--- src/rtl/multicycle_control_unit.sv ---
// rtl/multicycle_control_unit.sv - multi-cycle FETCH/DECODE/EXECUTE/MEM/WRITEBACK sequencer for the RV32I core
//
// Ports:
//   clk, rst                 clock (rising edge) and synchronous active-high reset
//   imem_req/ready/rdata     instruction fetch handshake and returned word
//   ir, instr_type           latched instruction and its format code (0=R 1=I 2=S 3=B 4=U 5=J 7=N)
//   branch_cond              ALU compare result for the current branch
//   pc_we, pc_sel, pc_init   PC write strobe, next-PC source, reset PC constant
//   alu_a_sel, alu_b_sel     ALU operand selects (A: 0=rs1 1=PC, B: 0=rs2 1=imm)
//   dmem_req/we/ready        data access handshake (we=1 store)
//   reg_we, wb_sel           register write strobe and write-back source
//   trap, state_dbg          sticky trap flag and current state encoding
module multicycle_control_unit #(
  parameter logic [31:0] RESET_PC    = 32'h0000_0000,
  parameter int unsigned MEM_TIMEOUT = 16
) (
  input  logic        clk,
  input  logic        rst,
  output logic        imem_req,
  input  logic        imem_ready,
  input  logic [31:0] imem_rdata,
  output logic [31:0] ir,
  output logic [2:0]  instr_type,
  input  logic        branch_cond,
  output logic        pc_we,
  output logic [1:0]  pc_sel,
  output logic [31:0] pc_init,
  output logic        alu_a_sel,
  output logic        alu_b_sel,
  output logic        dmem_req,
  output logic        dmem_we,
  input  logic        dmem_ready,
  output logic        reg_we,
  output logic [1:0]  wb_sel,
  output logic        trap,
  output logic [2:0]  state_dbg
);

  localparam logic [2:0] S_FETCH   = 3'd0;
  localparam logic [2:0] S_DECODE  = 3'd1;
  localparam logic [2:0] S_EXECUTE = 3'd2;
  localparam logic [2:0] S_MEM     = 3'd3;
  localparam logic [2:0] S_WB      = 3'd4;
  localparam logic [2:0] S_TRAP    = 3'd7;

  localparam logic [2:0] T_R = 3'd0;
  localparam logic [2:0] T_I = 3'd1;
  localparam logic [2:0] T_S = 3'd2;
  localparam logic [2:0] T_B = 3'd3;
  localparam logic [2:0] T_U = 3'd4;
  localparam logic [2:0] T_J = 3'd5;
  localparam logic [2:0] T_N = 3'd7;

  localparam logic [6:0] OP_LUI    = 7'b0110111;
  localparam logic [6:0] OP_AUIPC  = 7'b0010111;
  localparam logic [6:0] OP_JAL    = 7'b1101111;
  localparam logic [6:0] OP_JALR   = 7'b1100111;
  localparam logic [6:0] OP_LOAD   = 7'b0000011;
  localparam logic [6:0] OP_STORE  = 7'b0100011;
  localparam logic [6:0] OP_BRANCH = 7'b1100011;
  localparam logic [6:0] OP_IMM    = 7'b0010011;
  localparam logic [6:0] OP_OP     = 7'b0110011;

  // Count value seen on the last tolerated wait cycle; a further miss traps.
  localparam logic [15:0] TMO_LAST = (MEM_TIMEOUT == 0) ? 16'd0 : 16'(MEM_TIMEOUT - 1);

  function automatic logic [2:0] decode_type(input logic [6:0] op, input logic [2:0] f3);
    case (op)
      OP_LUI, OP_AUIPC:  decode_type = T_U;
      OP_JAL:            decode_type = T_J;
      OP_JALR:           decode_type = (f3 == 3'b000) ? T_I : T_N;
      OP_LOAD, OP_IMM:   decode_type = T_I;
      OP_STORE:          decode_type = T_S;
      OP_BRANCH:         decode_type = T_B;
      OP_OP:             decode_type = T_R;
      default:           decode_type = T_N;
    endcase
  endfunction

  logic [2:0]  state;
  logic [15:0] tmo_cnt;
  logic [2:0]  dec_type;
  logic        is_load, is_store, is_branch, is_jal, is_jalr, is_lui, is_auipc;
  logic        req_wait, tmo_hit;

  assign dec_type  = decode_type(ir[6:0], ir[14:12]);
  assign is_load   = (ir[6:0] == OP_LOAD);
  assign is_store  = (ir[6:0] == OP_STORE);
  assign is_branch = (ir[6:0] == OP_BRANCH);
  assign is_jal    = (ir[6:0] == OP_JAL);
  assign is_jalr   = (ir[6:0] == OP_JALR);
  assign is_lui    = (ir[6:0] == OP_LUI);
  assign is_auipc  = (ir[6:0] == OP_AUIPC);

  // A request is waiting when it is on the bus and ready has not come back.
  assign req_wait = ((state == S_FETCH) && imem_req && !imem_ready) ||
                    ((state == S_MEM) && !dmem_ready);
  assign tmo_hit  = (MEM_TIMEOUT != 0) && req_wait && (tmo_cnt == TMO_LAST);

  // imem_req is a register so the cycle right after reset has every strobe low;
  // it is raised on every transition into FETCH, so normal fetches lose no cycle.
  always_ff @(posedge clk) begin
    if (rst) begin
      state      <= S_FETCH;
      ir         <= 32'h0;
      instr_type <= T_N;
      trap       <= 1'b0;
      tmo_cnt    <= 16'd0;
      imem_req   <= 1'b0;
    end else begin
      case (state)
        S_FETCH: begin
          if (imem_req && imem_ready) begin
            ir       <= imem_rdata;
            state    <= S_DECODE;
            imem_req <= 1'b0;
            tmo_cnt  <= 16'd0;
          end else if (tmo_hit) begin
            state    <= S_TRAP;
            trap     <= 1'b1;
            imem_req <= 1'b0;
            tmo_cnt  <= 16'd0;
          end else begin
            imem_req <= 1'b1;
            if (imem_req) tmo_cnt <= tmo_cnt + 16'd1;
          end
        end
        S_DECODE: begin
          instr_type <= dec_type;
          if (dec_type == T_N) begin
            state <= S_TRAP;
            trap  <= 1'b1;
          end else begin
            state <= S_EXECUTE;
          end
        end
        S_EXECUTE: begin
          if (is_load || is_store) begin
            state <= S_MEM;
          end else if (is_branch) begin
            state    <= S_FETCH;
            imem_req <= 1'b1;
          end else begin
            state <= S_WB;
          end
        end
        S_MEM: begin
          if (dmem_ready) begin
            tmo_cnt <= 16'd0;
            if (is_store) begin
              state    <= S_FETCH;
              imem_req <= 1'b1;
            end else begin
              state <= S_WB;
            end
          end else if (tmo_hit) begin
            state   <= S_TRAP;
            trap    <= 1'b1;
            tmo_cnt <= 16'd0;
          end else begin
            tmo_cnt <= tmo_cnt + 16'd1;
          end
        end
        S_WB: begin
          state    <= S_FETCH;
          imem_req <= 1'b1;
        end
        S_TRAP: begin
          state <= S_TRAP;
        end
        default: begin
          state <= S_TRAP;
          trap  <= 1'b1;
        end
      endcase
    end
  end

  // Control strobes decoded from state and ir. The store's PC update is the one
  // place that follows dmem_ready directly, since it must land in the completing cycle.
  always_comb begin
    pc_we     = 1'b0;
    pc_sel    = 2'd0;
    alu_a_sel = 1'b0;
    alu_b_sel = 1'b0;
    dmem_req  = 1'b0;
    dmem_we   = 1'b0;
    reg_we    = 1'b0;
    wb_sel    = 2'd0;
    case (state)
      S_EXECUTE: begin
        alu_a_sel = is_auipc || is_jal || is_branch;
        alu_b_sel = !((instr_type == T_R) || (instr_type == T_B));
        if (is_branch) begin
          pc_we  = 1'b1;
          pc_sel = branch_cond ? 2'd1 : 2'd0;
        end
      end
      S_MEM: begin
        dmem_req = 1'b1;
        dmem_we  = is_store;
        pc_we    = is_store && dmem_ready;
      end
      S_WB: begin
        pc_we  = 1'b1;
        reg_we = (ir[11:7] != 5'd0);
        if (is_load)                wb_sel = 2'd1;
        else if (is_jal || is_jalr) wb_sel = 2'd2;
        else if (is_lui)            wb_sel = 2'd3;
        if (is_jal)       pc_sel = 2'd1;
        else if (is_jalr) pc_sel = 2'd2;
      end
      default: ;
    endcase
  end

  assign pc_init   = RESET_PC;
  assign state_dbg = state;

endmodule

--- config.mk ---
export PLATFORM = sky130hd
export DESIGN_NAME = multicycle_control_unit
export DESIGN_NICKNAME = d
export VERILOG_FILES = /design/src/rtl/multicycle_control_unit.sv
export SDC_FILE = /design/constraint.sdc
export NUM_CORES = 1
export LEC_CHECK = 0
export ABC_AREA = 0
export CAP_MARGIN = 20
export CORE_MARGIN = 2
export CORE_UTILIZATION = 44
export DETAILED_ROUTE_END_ITERATION = 16
export PLACE_DENSITY_LB_ADDON = 0.08
export SYNTH_ARGS = -nofsm -noshare
export SYNTH_HDL_FRONTEND = slang
export SYNTH_SLANG_ARGS = --single-unit
--- constraint.sdc ---
create_clock -name clk -period 2.35 [get_ports clk]
set_clock_uncertainty 0.15 [all_clocks]
set_input_delay 0.3525 -clock clk [delete_from_list [all_inputs] [get_ports clk]]
set_output_delay 0.3525 -clock clk [all_outputs]
set_load 0.005 [all_outputs]
==> Word level (Yosys, flattened, before mapping) <==
Index checks and enable logic that the tools add are counted.
{ "op_classes": {"eq_ne": 25, "bitwise": 1, "n_addsub": 1, "n_mux": 44, "reduce_logical": 28} }
{ "ops": {"columns": ["operator", "n"], "rows": [
  ["$mux W16", 5],
  ["$pmux W16 S2", 1],
  ["$mux W3", 8],
  ["$eq A7 B6 Y1 const B", 3],
  ["$eq A7 B7 Y1 const B", 3],
  ["$pmux W3 S7", 1],
  ["$mux W1", 18],
  ["$add A16 B1 Y16 const B", 1],
  ["$eq A16 B4 Y1 const B", 1],
  ["$pmux W3 S5", 1],
  ["$eq A7 B5 Y1 const B", 2],
  ["$ne A2 B2 Y1 const B", 7],
  ["$mux W2", 6],
  ["$eq A3 B2 Y1 const B", 3],
  ["$eq A3 B3 Y1 const B", 3],
  ["$logic_not A3 Y1", 3],
  ["$pmux W1 S4", 2],
  ["$eq A7 B2 Y1 const B", 1],
  ["$logic_and A1 B1 Y1", 6],
  ["$logic_or A1 B1 Y1", 6],
  ["$reduce_and A5 Y1", 1],
  ["$reduce_bool A5 Y1", 1],
  ["$ne A4 B3 Y1 const B", 1],
  ["$pmux W2 S2", 1],
  ["other kinds (10)", 14]
]} }
{ "totals": {"wordCells": 105, "out_inout_bits": 82, "ff_bits": 56} }

==> Depth between registers and ports, before layout <==
{ "depth": {"word_depth": 8, "depth_mapped": 7, "ltp_nobuf": 6} }

==> Worst setup path after synthesis <==
Ideal clock, no wire load.
{ "synth_path": {"path_type": "reg-to-reg", "start": "reg tmo_cnt[0]", "end": "reg tmo_cnt[14]", "t_arrival_ns": 1.812, "setup_ns": 0.074, "setup_slack_ns": 0.314, "path_stages_with_launch": 8, "n_path_buf": 1, "path_cell_list": "dfxtp_1 > ha_1 > and4b_1 > o211a_1 > a21o_1 > buf_6 > or4_1 > a31oi_1"} }
{ "synth_between": {"elab_chain_cells": 5, "word_cells_on_any_way": 11} }
{ "synth_rtl": {"columns": ["item", "line", "source"], "rows": [
  ["start, declared", "81", "logic [15:0] tmo_cnt;"],
  ["start signal, assigned", "125", "if (imem_req) tmo_cnt <= tmo_cnt + 16'd1;"],
  ["start signal, assigned", "161", "tmo_cnt <= tmo_cnt + 16'd1;"],
  ["$add A16 B1 Y16 or $eq A16 B4 Y1 (tied branches)", "125, 161, 98", null],
  ["$mux W16 or $logic_and A1 B1 Y1 (tied branches)", "125, 98", null],
  ["$mux W16, on equally long branches", "118, 156", null],
  ["$mux W16, on equally long branches", "113, 148", null],
  ["$pmux W16 S2", "111", "case (state)"]
]} }
Several ways; a longest one is shown, not always the timed one. The select of a mux whose other input is x is not followed.
A chain may end at the register's enable or synchronous reset.

==> Final worst setup path <==
{ "layout_path": {"start": "reg state[1] (netlist: state_dbg[1])", "end": "out wb_sel[1]"} }
{ "layout_between": {"elab_chain_cells": 2} }
{ "layout_rtl": {"columns": ["item", "line", "source"], "rows": [
  ["start, declared", "80", "logic [2:0] state;"],
  ["start signal, assigned", "104", "state <= S_FETCH;"],
  ["start signal, assigned", "115", "state <= S_DECODE;"],
  ["start signal, assigned", "119", "state <= S_TRAP;"],
  ["$eq A3 B3 Y1", "190", "case (state)"],
  ["$mux W2", "190", null],
  ["end, declared", "34", "output logic [1:0] wb_sel,"]
]} }
Every way passes these cells.

==> impl_results.md <==
* Max Cap Viol at 0
* Crit path DAT at 1.79 ns
* Largest net degree at the start of global routing at 33
* IO buf count at 86
* CTS Sinks at 56
* Req. time, crit path at 1.85 ns
* Post-Route WL at 8.00 mm
* Worst-path cell chain: nor2_4, nand2_2, nor2_1, and3_1, clkdlybuf4s50_1
* Cells after synthesis at 404
* Die ar. at 7510 um^2
* #FFs+latches synth at 56
* Nature of the critical path endpoint: output pin
* Layout cells sized above 1 at 0.119
* Distinct cell type count after synthesis at 53
* Largest stage delay on the critical path at 0.50 ns
* CTS tree: yes
* Placer Congestion at 0.845
* Area grow syn2layout at 38.7%
* Nets at 542
* Power share of the sequential group at 0.383
* Initial Utilization at 0.447
* CP Buf/Inv Count at 1
* Final antenna-violating net count at 0
* CP max-delay cell: clkdlybuf4s50_1
* Worst Setup Path Type: reg2out
* R2R setup slack at 0.11 ns
* Pleak at 1.53 nW
* H-tree lvl count at 2
* Max Freq at 436 MHz
* Setup violations, final at 0
* Final Max Tran Viols at 0
* Post-DP HPWL at 5.58 mm
* Ant. Diodes at 0
* Main synth FF type: dfxtp_1
* Post-synth EDFFs at 0
* Sequential share of the synthesized area at 0.373
* Post-route clock period utilization at 0.975
* Vias per cell at 5.30
* Worst setup SP type: flip-flop
* Final Util at 0.621
* Outcome: finished clean
* PD cells at 792 nW/um^2
* Synth warn at 0
* First-pass detailed-route iteration total at 4
* Combinational share of power at 0.449
* DRC at 0
* WL/cell at 13.7 um
* Synthesized area per cell at 7.44 um^2
* Setup TNS at 0 ns
* Area of the core at 6720 um^2
* Initial antenna violation count at 0
* GRT Util Overall at 0.215
* Most frequent cells in the layout: nand2_1, clkdlybuf4s50_1, dfxtp_1
* HP Class: in2reg
* Root buffer cell: clkbuf_8
* First-pass GRT wire length at 13.3 mm
* I/O Pins at 119
* Internal power at 2.09 mW
* Final Hold Fails at 0
* Global route total overflow at 0
* Clock share of power at 0.168
* Routed vias at 3099
* Worst Path Max Fanout at 7
* Sw Share at 0.368
* Later-pin clock latency in the skew report at 0.31 ns
* Floorplan row count at 30
* Async S/R FF share, synth at 0
* Clock buffer count from CTS at 5
* Fill count at 613
* Commonest non-fill, non-tap cell in the layout: nand2_1
* Netlist Area Pre-Place at 3010 um^2
* Clk slew on worst S/H paths at 0.09 ns
* Sw power at 1.21 mW
* Longest Clk Path Bufs at 2
* Drt initial violations at 216
* Vias in the first global route at 2862
* Worst vdd ir at 336 uV
* Tmin final at 2.29 ns
* Kind of cell adding the most delay to the critical path: simple AND/OR/NAND/NOR gates
* Die X at 86.7 um
* Die Ht at 86.7 um
==> cell usage after synthesis, drive strengths merged (8+ instances only) <==
cell type	number	area [um^2]
nand2	88	330
dfxtp	56	1120
a21oi	44	224
buf	39	282
nand3	25	125
nor2	22	82.6
clkbuf	20	75.1
a31oi	13	81.3
or4	11	82.6
o21ai	9	45.0
nor3	8	40.0
==> state kept, by name, summed over array words and instances, names as in the netlist <==
register	count
ir	32
tmo_cnt	16
instr_type	3
state_dbg	3
imem_req	1
trap	1
==> logic make-up after synthesis <==
logic type	count (synthesis)	share of synthesized area
fa+ha+maj	2	0.00749
buf+inv	64	0.125
mux	1	0.00333
simple gates	191	0.310
other cells	1	0.00125
xor+xnor	2	0.00583
compound gates	87	0.174
flops	56	0.373
==> layer usage <==
| layer | share of wire | global-route usage | wire length, um | vias up |
|---|---|---|---|---|
| met3 | 0.078 | 0.0705 | 620 | 6 |
| met2 | 0.46 | 0.329 | 3700 | 99 |
| met1 | 0.45 | 0.292 | 3610 | 1434 |
| li1 | - | - | - | 1560 |
| met4 | 0.0090 | 0.0582 | 72 | 0 |
| met5 | 0 | 0 | 0 | - |
==> stage by stage <==
stage               hold WS [ns]  setup slack (ns)  power [mW]  instances  instance area (um^2)
floorplan                  0.303             0.314        2.03        435                  3120
global placement           0.291           -0.0666        2.68        571                  3970
detailed placement         0.296            -0.103        2.70        571                  3970
CTS                        0.266            0.0100        3.27        580                  4080
global route               0.278           -0.0590        3.54        585                  4170
finish                     0.272            0.0585        3.30        585                  4170
==> layout make-up <==
cell class / instances / area, um^2 / area share
Clock inverter: 1 / 7.51 / 0.00180
Tap cell: 80 / 100 / 0.0240
Clock buffer: 7 / 86.3 / 0.0207
Sequential cell: 56 / 1130 / 0.271
Inverter: 5 / 18.8 / 0.00450
Timing Repair Buffer: 121 / 1150 / 0.276
Multi-Input combinational cell: 315 / 1680 / 0.402
==> path summary, 6_finish.rpt <==
check | startpoint | cells after the start | end
worst max-delay path | state_dbg[1] | 5 | wb_sel[1]
worst min-delay path | rst | 2 | ir[1]
worst max register to register | state_dbg[1] | 7 | tmo_cnt[9]
worst min register to register | ir[21] | 2 | ir[21]
==> power by group through the flow <==
stage / clock network [mW] / logic, mW / registers, mW
2_1_floorplan: 0 / 0.781 / 1.25
3_3_place_gp: 0 / 1.42 / 1.25
3_5_place_dp: 0 / 1.44 / 1.26
4_1_cts: 0.574 / 1.45 / 1.25
5_1_grt: 0.608 / 1.65 / 1.29
6_report: 0.555 / 1.48 / 1.27
==> timing repair <==
action,4_1_cts,5_1_grt
gates resized for setup,10,17
endpoints found under the setup margin,7,4
hold buffers,0,0
buffers inserted,1,5
pin swaps,2,2
Note: power is estimated with default switching activity, not from simulation.
